===== config.mk =====
export PLATFORM = sky130hd
export DESIGN_NAME = serial_word_feeder
export DESIGN_NICKNAME = d
export VERILOG_FILES = /design/src/rtl/serial_feeder_pkg.sv /design/src/rtl/bit_index_counter.sv /design/src/rtl/serial_word_feeder.sv
export SDC_FILE = /design/constraint.sdc
export NUM_CORES = 1
export LEC_CHECK = 0
export BUFFER_PORTS_ARGS = -buffer_cell sky130_fd_sc_hd__buf_2
export CORE_MARGIN = 2
export CORE_UTILIZATION = 45
export DETAILED_ROUTE_END_ITERATION = 8
export PLACE_DENSITY = 0.75
export SLEW_MARGIN = 20
export SYNTH_ARGS = -nofsm -noshare
export SYNTH_HDL_FRONTEND = slang
export SYNTH_SLANG_ARGS = --single-unit
export TNS_END_PERCENT = 100

===== constraint.sdc =====
create_clock -name clk -period 5 [get_ports clk]
set_clock_uncertainty 0.1 [all_clocks]
set_input_delay 1 -clock clk [delete_from_list [all_inputs] [get_ports clk]]
set_output_delay 1 -clock clk [all_outputs]
set_load 0.02 [all_outputs]

===== src/rtl/serial_feeder_pkg.sv =====
// Shared types and constants for the serial word feeder.
package serial_feeder_pkg;

    localparam int DEFAULT_WIDTH = 32;

    typedef enum logic [1:0] {
        IDLE   = 2'd0,
        PRERST = 2'd1,
        SHIFT  = 2'd2
    } feeder_state_e;

    function automatic int idx_width(input int w);
        return (w <= 2) ? 1 : $clog2(w);
    endfunction

endpackage


===== src/rtl/bit_index_counter.sv =====
// Mod-WIDTH bit index counter with load-to-zero, increment and terminal count.
module bit_index_counter
    import serial_feeder_pkg::*;
#(
    parameter int WIDTH = DEFAULT_WIDTH,
    parameter int CNT_W = idx_width(WIDTH)
) (
    input  logic             clk,
    input  logic             rst,
    input  logic             load,
    input  logic             inc,
    output logic [CNT_W-1:0] idx,
    output logic             tc
);

    localparam logic [CNT_W-1:0] LAST = CNT_W'(WIDTH - 1);

    logic [CNT_W-1:0] cnt_q, cnt_d;

    always_comb begin
        cnt_d = cnt_q;
        if (load)
            cnt_d = '0;
        else if (inc)
            cnt_d = (cnt_q == LAST) ? '0 : cnt_q + 1'b1;
    end

    always_ff @(posedge clk or negedge rst) begin
        if (!rst) cnt_q <= '0;
        else      cnt_q <= cnt_d;
    end

    assign idx = cnt_q;
    assign tc  = (cnt_q == LAST);

endmodule


===== src/rtl/serial_word_feeder.sv =====
// Serializes WIDTH-bit words LSB-first onto a bit detector input.
// Define SERIAL_WORD_FEEDER_PRERST_EN to pulse fsm_rst for one cycle before each word.
module serial_word_feeder
    import serial_feeder_pkg::*;
#(
    parameter  int WIDTH = DEFAULT_WIDTH,
    localparam int CNT_W = idx_width(WIDTH)
) (
    input  logic             clk,
    input  logic             rst,
    input  logic [WIDTH-1:0] in_word,
    input  logic             in_valid,
    output logic             in_ready,
    output logic             b,
    output logic             bit_valid,
    output logic [CNT_W-1:0] bit_idx,
    output logic             fsm_rst,
    output logic             word_done
);

`ifdef SERIAL_WORD_FEEDER_PRERST_EN
    localparam feeder_state_e START_STATE = PRERST;
`else
    localparam feeder_state_e START_STATE = SHIFT;
`endif

    feeder_state_e    state_q, state_d;
    logic [WIDTH-1:0] shift_q, shift_d;
    logic             xfer;
    logic             tc;
    logic             in_shift;

    assign in_shift = (state_q == SHIFT);
    // in_ready depends only on registered state, so the handshake has no loop.
    assign in_ready = (state_q == IDLE) || (in_shift && tc);
    assign xfer     = in_valid && in_ready;

    bit_index_counter #(.WIDTH(WIDTH), .CNT_W(CNT_W)) u_idx (
        .clk  (clk),
        .rst  (rst),
        .load (xfer),
        .inc  (in_shift && !tc),
        .idx  (bit_idx),
        .tc   (tc)
    );

    always_comb begin
        state_d = state_q;
        shift_d = shift_q;
        unique case (state_q)
            IDLE:    if (xfer) state_d = START_STATE;
            PRERST:  state_d = SHIFT;
            SHIFT:   if (tc) state_d = xfer ? START_STATE : IDLE;
            default: state_d = IDLE;
        endcase
        if (xfer)
            shift_d = in_word;
        else if (in_shift)
            shift_d = shift_q >> 1;
    end

    always_ff @(posedge clk or negedge rst) begin
        if (!rst) begin
            state_q <= IDLE;
            shift_q <= '0;
        end else begin
            state_q <= state_d;
            shift_q <= shift_d;
        end
    end

    assign b         = in_shift && shift_q[0];
    assign bit_valid = in_shift;
    assign word_done = in_shift && tc;

`ifdef SERIAL_WORD_FEEDER_PRERST_EN
    assign fsm_rst = (state_q == PRERST);
`else
    assign fsm_rst = 1'b0;
`endif

endmodule


==> reports/results.ini, run 1 <==
[sta]
fin_crit_ns = 3.42
final.setup.tns_ns = 0
rsz0062_at_grt = false
relSlewSlack = 0.455
setup_violations = 0
final_max_slew_viol_count = 0
fin_crit_sh = 0.685
worstMarginPinSlew_ns = 0.818
whs_ns = 0.375
hold_viol = 0
fmax_mhz = 292

[power_and_ir_drop]
p_per_area_nw_per_um2 = 473
p_int_mw = 0.631
swShare = 0.346
power.leakage_nw = 1.09
combPwrFrac = 0.278
p_seq_frac = 0.497
clkPwrFrac = 0.225
peakVddDrop_uv = 302
netSwitchingPower_mw = 0.333

[detailed_routing]
routed_wl_microns = 3590
initialDrtViolationCount = 110
viasPerCell = 5.37
wl_per_cell_microns = 13.8
antenna_left = 0
dr.pass1.iters = 4
drc = 0
dr_total_vias = 1396

[critical_path]
crit_path_start = u_idx.idx[0]
cp_cell_sequence = ha_1, and3_1, ha_1, and2b_2, inv_2, buf_2
cp_max_fo = 38
cp_slowest_cell = inv_2
cp-end-kind = output port
worstPathArrival_ns = 2.32
r2r-start = u_idx.idx[0]
start_kind = register
cp_common_cell = ha_1
critPathRequiredTime_ns = 3.90
path_class = register to output port
cpPeakStageDelay_ns = 0.48

[hold_path]
holdCritPathClass = register to register
min_from = shift_q[1]

[clock_tree]
worstSkewPairLatency_ns = 0.29
cts-hold-fix-buffers = 0
post_cts_buffers = 0
cts_root_buf = clkbuf_8
path_clk_slew_ns = 0.07
clock_sinks = 38
cts-resized-gates = 0
h-tree-depth = 2
ctsLongestPathBuffers = 2
cts_tree = yes
cts_buffers = 5

[die]
ios = 45
rows = 22
die_area_sq_um = 4350
core_sq_um = 3690
start_util = 0.468
die_h_microns = 66.0
die_w_microns = 66.0

[placement]
gp_congestion = 0.833
dpl.hpwl_microns = 2240
port_buffers = 43

[synthesis]
syn_avg_cell_area_sq_um = 9.87
syn_nets = 212
yosysWarnings = 0
postSynthCellCount = 175
seq_area_frac_synth = 0.550
yosysUniqueCellTypes = 25
syn_area_sq_um = 1730
synth-seq-cells = 38

[final_layout]
area_growth_syn_to_layout_pct = 18.0
antennaDiodeCount = 0
drive_above_1_share = 0.264
finalNetCount = 248

[grt]
grt_overflow = 0
grtUsageTotal = 0.180
grt_max_degree = 41
first_global_vias = 1285
antenna_found_initial = 0
grt_pass1_wl_microns = 5920

[status]
status = completed

[run]
cap_violations = 0

-- cell type report --
| class | count | area (sq um) |
|---|---|---|
| Clock buffer | 7 | 86.3 |
| Multi-Input combinational cell | 120 | 707 |
| Clock inverter | 1 | 5.00 |
| Timing Repair Buffer | 44 | 223 |
| Sequential cell | 38 | 951 |
| Tap cell | 48 | 60.1 |
| Inverter | 2 | 7.51 |
| Fill cell | 356 | 1650 |
-- power by group through the flow --
stage | Sequential (mW) | Combinational [mW] | Clock (mW)
finish | 0.479 | 0.268 | 0.217
global route | 0.494 | 0.303 | 0.236
CTS | 0.478 | 0.272 | 0.218
detailed placement | 0.484 | 0.271 | 0
global placement | 0.479 | 0.269 | 0
floorplan | 0.496 | 0.172 | 0
-- per-stage QoR --
| step | setup slack (ns) | utilization | total power, mW | cell area (sq um) | cells |
|---|---|---|---|---|---|
| 2_1_floorplan | 2.22 | - | 0.668 | 1730 | 175 |
| 3_3_place_gp | 1.95 | 0.527 | 0.748 | 1940 | 252 |
| 3_5_place_dp | 1.90 | 0.527 | 0.755 | 1940 | 252 |
| 4_1_cts | 1.59 | 0.552 | 0.969 | 2030 | 260 |
| 5_1_grt | 1.42 | 0.553 | 1.03 | 2040 | 260 |
| 6_report | 1.58 | 0.553 | 0.964 | 2040 | 260 |
-- worst max-delay path, delay by kind of cell (launching register included) --
family,cells,cell delay [ns]
adders and majority gates,2,0.43
buffers and inverters,2,0.76
DFF,1,0.41
and+or+nand+nor,2,0.43
-- worst paths after layout --
kind,end,slack [ns],depth (start not counted)
worst max-delay path,in_ready,1.58,6
worst min-delay path,shift_q[0],0.38,2
worst max register to register,u_idx.idx[2],2.59,7
worst min register to register,shift_q[0],0.38,2
max in group asynchronous,shift_q[13],3.58,1
min in group asynchronous,shift_q[2],0.70,1
-- placed cells by master (no fill, tap or decap) --
cell / count
buf_4: 1
a32oi_1: 30
and2b_2: 1
and2_1: 2
or3_1: 1
inv_1: 1
mux2_4: 1
o211ai_1: 2
ha_1: 2
clkbuf_1: 1
mux2i_1: 3
clkinv_2: 1
nand3_1: 4
nand2_1: 66
nor2_4: 1
conb_1: 1
nand2b_1: 1
a21boi_2: 1
nand3b_1: 2
a32o_1: 1
dfrtp_1: 38
and3_1: 1
buf_2: 43
inv_2: 1
clkbuf_8: 6
-- metal layers --
metal	track usage	part of all wire	vias to the layer above
met5	0	0	-
met4	0.0383	0.0064	0
met3	0.0630	0.064	2
met2	0.287	0.45	45
met1	0.239	0.48	656
li1	-	-	693
-- synthesized netlist by cell type --
cell | number | area [sq um]
nor2_1 | 1 | 3.75
inv_2 | 1 | 3.75
and2_1 | 2 | 12.5
a32o_1 | 1 | 10.0
nand3b_1 | 2 | 15.0
nand2_1 | 66 | 248
or3_1 | 1 | 6.26
buf_1 | 1 | 3.75
a32oi_1 | 30 | 263
mux2i_1 | 3 | 30.0
ha_1 | 2 | 25.0
nand3_1 | 4 | 20.0
nand2b_1 | 1 | 6.26
o211ai_1 | 2 | 15.0
conb_1 | 1 | 3.75
and3_1 | 1 | 6.26
inv_1 | 1 | 3.75
and2b_2 | 1 | 8.76
buf_4 | 1 | 7.51
clkbuf_1 | 7 | 26.3
buf_2 | 5 | 25.0
dfrtp_1 | 38 | 951
mux2_4 | 1 | 15.0
a21boi_0 | 1 | 7.51
buf_6 | 1 | 11.3
-- sequential cells by signal (all words and copies together) (netlist names) --
name / cells
shift_q: 32
u_idx.idx: 5
state_q: 1
-- logic make-up after synthesis --
| logic type | Yosys count | share of synthesized area |
|---|---|---|
| buffers and inverters | 17 | 0.0471 |
| adders and majority gates | 2 | 0.0145 |
| AOI/OAI and AO/OA | 34 | 0.171 |
| DFF | 38 | 0.550 |
| muxes | 4 | 0.0261 |
| other | 1 | 0.00217 |
| and+or+nand+nor | 79 | 0.189 |
(Power assumes the default switching activity.)
==> inputs of run 2 (changes only) <==
Clock period 5 ns to 3.4 ns, I/O delays scaled along.
==> run 2 against run 1 <==
Against the previous run: combinational power up 47%; non-clock buffer count rose by 3; first-iteration DRC count fell by 30%; count of clock-buffer cells in the layout increased by 1; wire length decreased by 0.42%; flip-flop and latch count did not move; clock power grew 65%; critical path type unchanged.
==> reports/results.ini, run 2 (same netlist as run 1, synthesis figures left out) <==
[sta]
relSlewSlack = 0.457  ; +0.00208
fin_crit_ns = 2.82
setup_violations = 0  ; unchanged
whs_ns = 0.371  ; -0.00459 ns
final_max_slew_viol_count = 0  ; unchanged
fin_crit_sh = 0.831
fin_ws_ns = 0.575  ; -1.00 ns
fmax_mhz = 354
worstMarginPinSlew_ns = 0.815  ; -0.00312 ns
rsz0062_at_grt = false
hold_viol = 0  ; unchanged
final.setup.tns_ns = 0  ; unchanged

[detailed_routing]
initialDrtViolationCount = 77  ; -30%
drc = 0  ; unchanged
viasPerCell = 5.42  ; +0.98%
dr.pass1.iters = 4  ; unchanged
routed_wl_microns = 3570  ; -0.42%
antenna_left = 0  ; unchanged
wl_per_cell_microns = 13.6  ; -1.6%
dr_total_vias = 1426  ; +2.1%

[final_layout]
layout_commonest_cell = nand2_1
area_growth_syn_to_layout_pct = 20.1
largest_reg_flops = 32  ; unchanged
antennaDiodeCount = 0  ; unchanged
final_cell_mix = nand2_1, buf_2, dfrtp_1
utilization = 0.563  ; +0.00984
layout.cells.non_filler = 263  ; +1.2%
top_register = shift_q
finalNetCount = 251  ; +1.2%
drive_above_1_share = 0.279  ; +0.0149
fin_area_sq_um = 2080  ; +1.8%

[grt]
first_global_vias = 1316  ; +2.4%
antenna_found_initial = 0  ; unchanged
grtUsageTotal = 0.179  ; -0.00129
grt_max_degree = 41  ; unchanged
grt_pass1_wl_microns = 5860  ; -1.0%
grt_overflow = 0  ; unchanged

[clock_tree]
ctsLongestPathBuffers = 2  ; unchanged
cts_root_buf = clkbuf_8
post_cts_buffers = 0  ; unchanged
cts-resized-gates = 0  ; unchanged
cts-hold-fix-buffers = 0  ; unchanged
worstSkewPairLatency_ns = 0.29  ; about the same
cts_tree = yes
path_clk_slew_ns = 0.07  ; about the same
clock_sinks = 38  ; unchanged
h-tree-depth = 2  ; unchanged
cts_buffers = 5  ; unchanged

[die]
die_w_microns = 66.0  ; unchanged
rows = 22  ; unchanged
start_util = 0.468  ; unchanged
die_area_sq_um = 4350  ; unchanged
core_sq_um = 3690  ; unchanged
ios = 45  ; unchanged
die_h_microns = 66.0  ; unchanged

[power_and_ir_drop]
peakVddDrop_uv = 345  ; +14%
power.leakage_nw = 1.11  ; +2.3%
p_per_area_nw_per_um2 = 704  ; +49%
power_mw = 1.46  ; +52%

[hold_path]
holdCritPathClass = register to register

[placement]
gp_congestion = 0.723  ; -13%
dpl.hpwl_microns = 2410  ; +7.5%
port_buffers = 43  ; unchanged
place_area_sq_um = 1970  ; +1.2%
dp.cells = 255  ; +1.2%
place_ws_ns = 0.886  ; -1.02 ns

[critical_path]
start_kind = register
critPathRequiredTime_ns = 2.62  ; -1.28 ns
cp-end-kind = output port
cp_max_fo = 19  ; -50%
path_class = register to output port
worstPathArrival_ns = 2.04  ; -0.28 ns

[status]
status = completed

[run]
cap_violations = 0  ; unchanged

==> run 2: path summary, 6_finish.rpt <==
path	startpoint	end	slack, ns	depth (start not counted)
setup / recovery	u_idx.idx[0]	in_ready	0.58	6
hold / removal	shift_q[18]	shift_q[17]	0.37	2
setup reg to reg	u_idx.idx[0]	shift_q[27]	1.15	8
hold reg to reg	shift_q[18]	shift_q[17]	0.37	2
max in group asynchronous	rst	shift_q[19]	2.30	1
min in group asynchronous	rst	shift_q[1]	0.38	1
==> run 2: final cells by class <==
type                    count  area [sq um]
inverters                   2          7.51
repair buffers             47           245
fillers                   349          1610
clock buffers               8           110
multi-input cells         120           702
flip-flops and latches     38           951
well taps                  48          60.1
==> run 2: worst max-delay path, stage by stage, from the launching register on <==
cell	delay, ns
dfrtp_1	0.41
ha_1	0.20
and3_1	0.15
ha_1	0.22
and2b_2	0.28
inv_2	0.26
buf_2	0.23
==> run 2: power by group <==
part	internal, mW	total (mW)	switching (mW)	leakage (nW)
Clock	0.205	0.357	0.153	0.0575
Sequential	0.608	0.710	0.102	0.502
Combinational	0.160	0.394	0.234	0.551
Total	0.972	1.46	0.488	1.11
==> run 2: metal layers <==
| layer | GRT usage | vias up | wire [microns] |
|---|---|---|---|
| met4 | 0.0689 | 0 | 57 |
| met3 | 0.0511 | 6 | 140 |
| met2 | 0.289 | 27 | 1690 |
| met1 | 0.228 | 695 | 1690 |
| met5 | 0 | - | 0 |
| li1 | - | 698 | - |
==> inputs of run 3 (changes only) <==
Settings changed: ABC_AREA set to 1, PLACE_DENSITY 0.75 to 0.74.
Clock period 3.4 ns to 2.93 ns, I/O delays scaled along.
==> run 3 against run 2 <==
Against the previous run: die area grew 4.1%; utilization shrank 1.9 points; worst hold slack lost 0.10 ns; critical path depth grew 1; critical path type unchanged; largest cell class unchanged.
==> reports/results.ini, run 3 <==
[status]
status = completed

[critical_path]
endpoint = in_ready
worstRegToRegCells = 9  ; +1
cp_slowest_cell = dfrtp_1
crit_path_start = u_idx.idx[0]
critPathBufInv = 2  ; unchanged
cp_common_cell = ha_1
worstPathArrival_ns = 1.76  ; -0.28 ns
cp-end-kind = output port
start_kind = register
path_class = register to output port
rr_endpoint = u_idx.idx[3]
r2r-start = u_idx.idx[0]
cp_max_fo = 17  ; -2
cp_top_family = flip-flops
path_depth = 7  ; +1
cpPeakStageDelay_ns = 0.41  ; about the same
reg2reg_slack_ns = 0.71  ; -0.44 ns
critPathRequiredTime_ns = 2.24  ; -0.38 ns
cp_cell_sequence = ha_1, nand2_1, nor2_1, ha_1, inv_1, nand2_2, buf_2

[final_layout]
finalNetCount = 292  ; +16%
largest_reg_flops = 32  ; unchanged
multi_input_area_sq_um = 733  ; +4.5%
nFillCells = 399  ; +14%
final_cell_mix = nand3_1, nand2_1, buf_2
seq_area_sq_um = 951  ; unchanged
antennaDiodeCount = 0  ; unchanged
area_growth_syn_to_layout_pct = 18.0
utilization = 0.544  ; -0.0190
drive_above_1_share = 0.230  ; -0.0486
top_register = shift_q
layout_commonest_cell = nand3_1

[detailed_routing]
met1_length_microns = 1890  ; +12%
dr.pass1.iters = 4  ; unchanged
initialDrtViolationCount = 160  ; +110%
antenna_left = 0  ; unchanged
wl_per_cell_microns = 13.1  ; -3.8%
viasPerCell = 5.30  ; -2.2%
drc = 0  ; unchanged
highest_layer = met4
routed_wl_microns = 4000  ; +12%
dr_wl_met3_microns = 231  ; +65%
wl_met2_microns = 1810  ; +7.3%
dr_total_vias = 1622  ; +14%

[synthesis]
yosysUniqueCellTypes = 16  ; -36%
syn_area_sq_um = 1800  ; +4.3%
synthFlopType = dfrtp_1
synth_edf_count = 0  ; unchanged
syn_avg_cell_area_sq_um = 8.23  ; -17%
synth-seq-cells = 38  ; unchanged
synth_common_cells = nand3_1, nand2_1, dfrtp_1
yosysWarnings = 0  ; unchanged
seq_area_frac_synth = 0.527  ; -0.0229
postSynthCellCount = 219  ; +25%
syn_nets = 256  ; +21%
synth.top_cell.area_share = 0.527  ; -0.0229
synth.most_common_cell = nand3_1
synth_top_cell_by_area = dfrtp_1
async_reset_ff_frac = 1.00  ; unchanged
synth.area.top_cells = dfrtp_1, nand3_1, nand2_1

[clock_tree]
cts_tree = yes
ctsLongestPathBuffers = 2  ; unchanged
cts_buffers = 5  ; unchanged
post_cts_buffers = 0  ; unchanged
worstSkewPairLatency_ns = 0.30  ; about the same
cts_root_buf = clkbuf_8
h-tree-depth = 2  ; unchanged
path_clk_slew_ns = 0.08  ; about the same
clock_sinks = 38  ; unchanged
cts-resized-gates = 0  ; unchanged
cts-hold-fix-buffers = 0  ; unchanged

[die]
core_sq_um = 3910  ; +6.1%
die_h_microns = 67.3  ; +2.0%
rows = 23  ; +4.5%
ios = 45  ; unchanged
die_w_microns = 67.3  ; +2.0%
die_area_sq_um = 4530  ; +4.1%
start_util = 0.461  ; -0.00778

[sta]
fmax_mhz = 409
rsz0062_at_grt = false
fin_crit_ns = 2.45
worstMarginPinSlew_ns = 0.825  ; +0.00985 ns
fin_crit_sh = 0.835
whs_ns = 0.269  ; -0.102 ns
relSlewSlack = 0.450  ; -0.00657
final.setup.tns_ns = 0  ; unchanged
setup_violations = 0  ; unchanged
hold_viol = 0  ; unchanged
final_max_slew_viol_count = 0  ; unchanged

[placement]
port_buffers = 43  ; unchanged
dpl.hpwl_microns = 2600  ; +8.0%
gp_congestion = 0.733  ; +1.4%

[grt]
grt_overflow = 0  ; unchanged
grt_pass1_wl_microns = 6790  ; +16%
grtUsageTotal = 0.202  ; +0.0233
first_global_vias = 1468  ; +12%
antenna_found_initial = 0  ; unchanged
grt_max_degree = 39  ; -4.9%

[power_and_ir_drop]
peakVddDrop_uv = 569  ; +65%
power.leakage_nw = 1.11  ; about the same
p_per_area_nw_per_um2 = 822  ; +17%

[hold_path]
holdCritPathClass = input pin to async pin

[run]
cap_violations = 0  ; unchanged

==> run 3: cell count changes after synthesis, moves of 3 or more <==
| cell | before | now |
|---|---|---|
| a32oi_1 | 30 | 0 |
| mux2i_1 | 3 | 0 |
| nand2_1 | 66 | 47 |
| clkbuf_1 | 7 | 4 |
| buf_2 | 5 | 8 |
| nand3_1 | 4 | 95 |
| buf_4 | 1 | 4 |
| inv_1 | 1 | 6 |
| nor2_1 | 1 | 5 |
==> run 3: cell type report <==
cell class                      instances  area share
Sequential cell                        38       0.447
Multi-Input combinational cell        156       0.345
Timing Repair Buffer                   46       0.112
Clock buffer                            5      0.0323
Tap cell                               50      0.0294
Clock inverter                          3      0.0212
Inverter                                8      0.0141
==> run 3: cells by family after synthesis <==
group                    share of synthesized area
flip-flops                                   0.527
other                                      0.00208
adder cells (fa/ha/maj)                     0.0139
buffers and inverters                       0.0659
AND/OR/NAND/NOR                              0.382
AO/OA/AOI/OAI                              0.00833
==> run 3: metrics by stage <==
stage	area (sq um)	power, mW	setup slack, ns	cells
finish	2130	1.75	0.484	306
global route	2130	1.87	0.285	306
CTS	2130	1.76	0.482	306
detailed placement	2010	1.31	0.791	298
global placement	2010	1.29	0.833	298
floorplan	1800	1.15	0.818	219
==> run 3: power breakdown <==
group	leakage [nW]	total, mW	internal (mW)	switching, mW
combinational	0.560	0.473	0.185	0.287
sequential	0.501	0.828	0.708	0.121
clock	0.0504	0.449	0.253	0.195
==> run 3: metal layers <==
metal | GRT usage | up-vias
li1 | - | 807
met1 | 0.290 | 759
met2 | 0.293 | 49
met3 | 0.0483 | 7
met4 | 0.0842 | 0
met5 | 0 | -
==> run 3: how the worst min path moves through the flow <==
stage | to | from | slack, ns | depth (start not counted)
final | shift_q[20] | rst | 0.27 | 1
after global routing | shift_q[20] | rst | 0.35 | 1
after CTS | shift_q[22] | rst | 0.31 | 1
after global placement | shift_q[31] | shift_q[31] | 0.37 | 2
after floorplan | shift_q[0] | rst | 0.19 | 0
after detailed placement | shift_q[31] | shift_q[31] | 0.38 | 2
==> run 3: worst register-to-register path, delay by kind of cell (launching register included) <==
family          cells  cell delay, ns
compound gates      1            0.17
flops               1            0.42
buf+inv             1            0.07
simple gates        5            0.96
fa+ha+maj           2            0.43
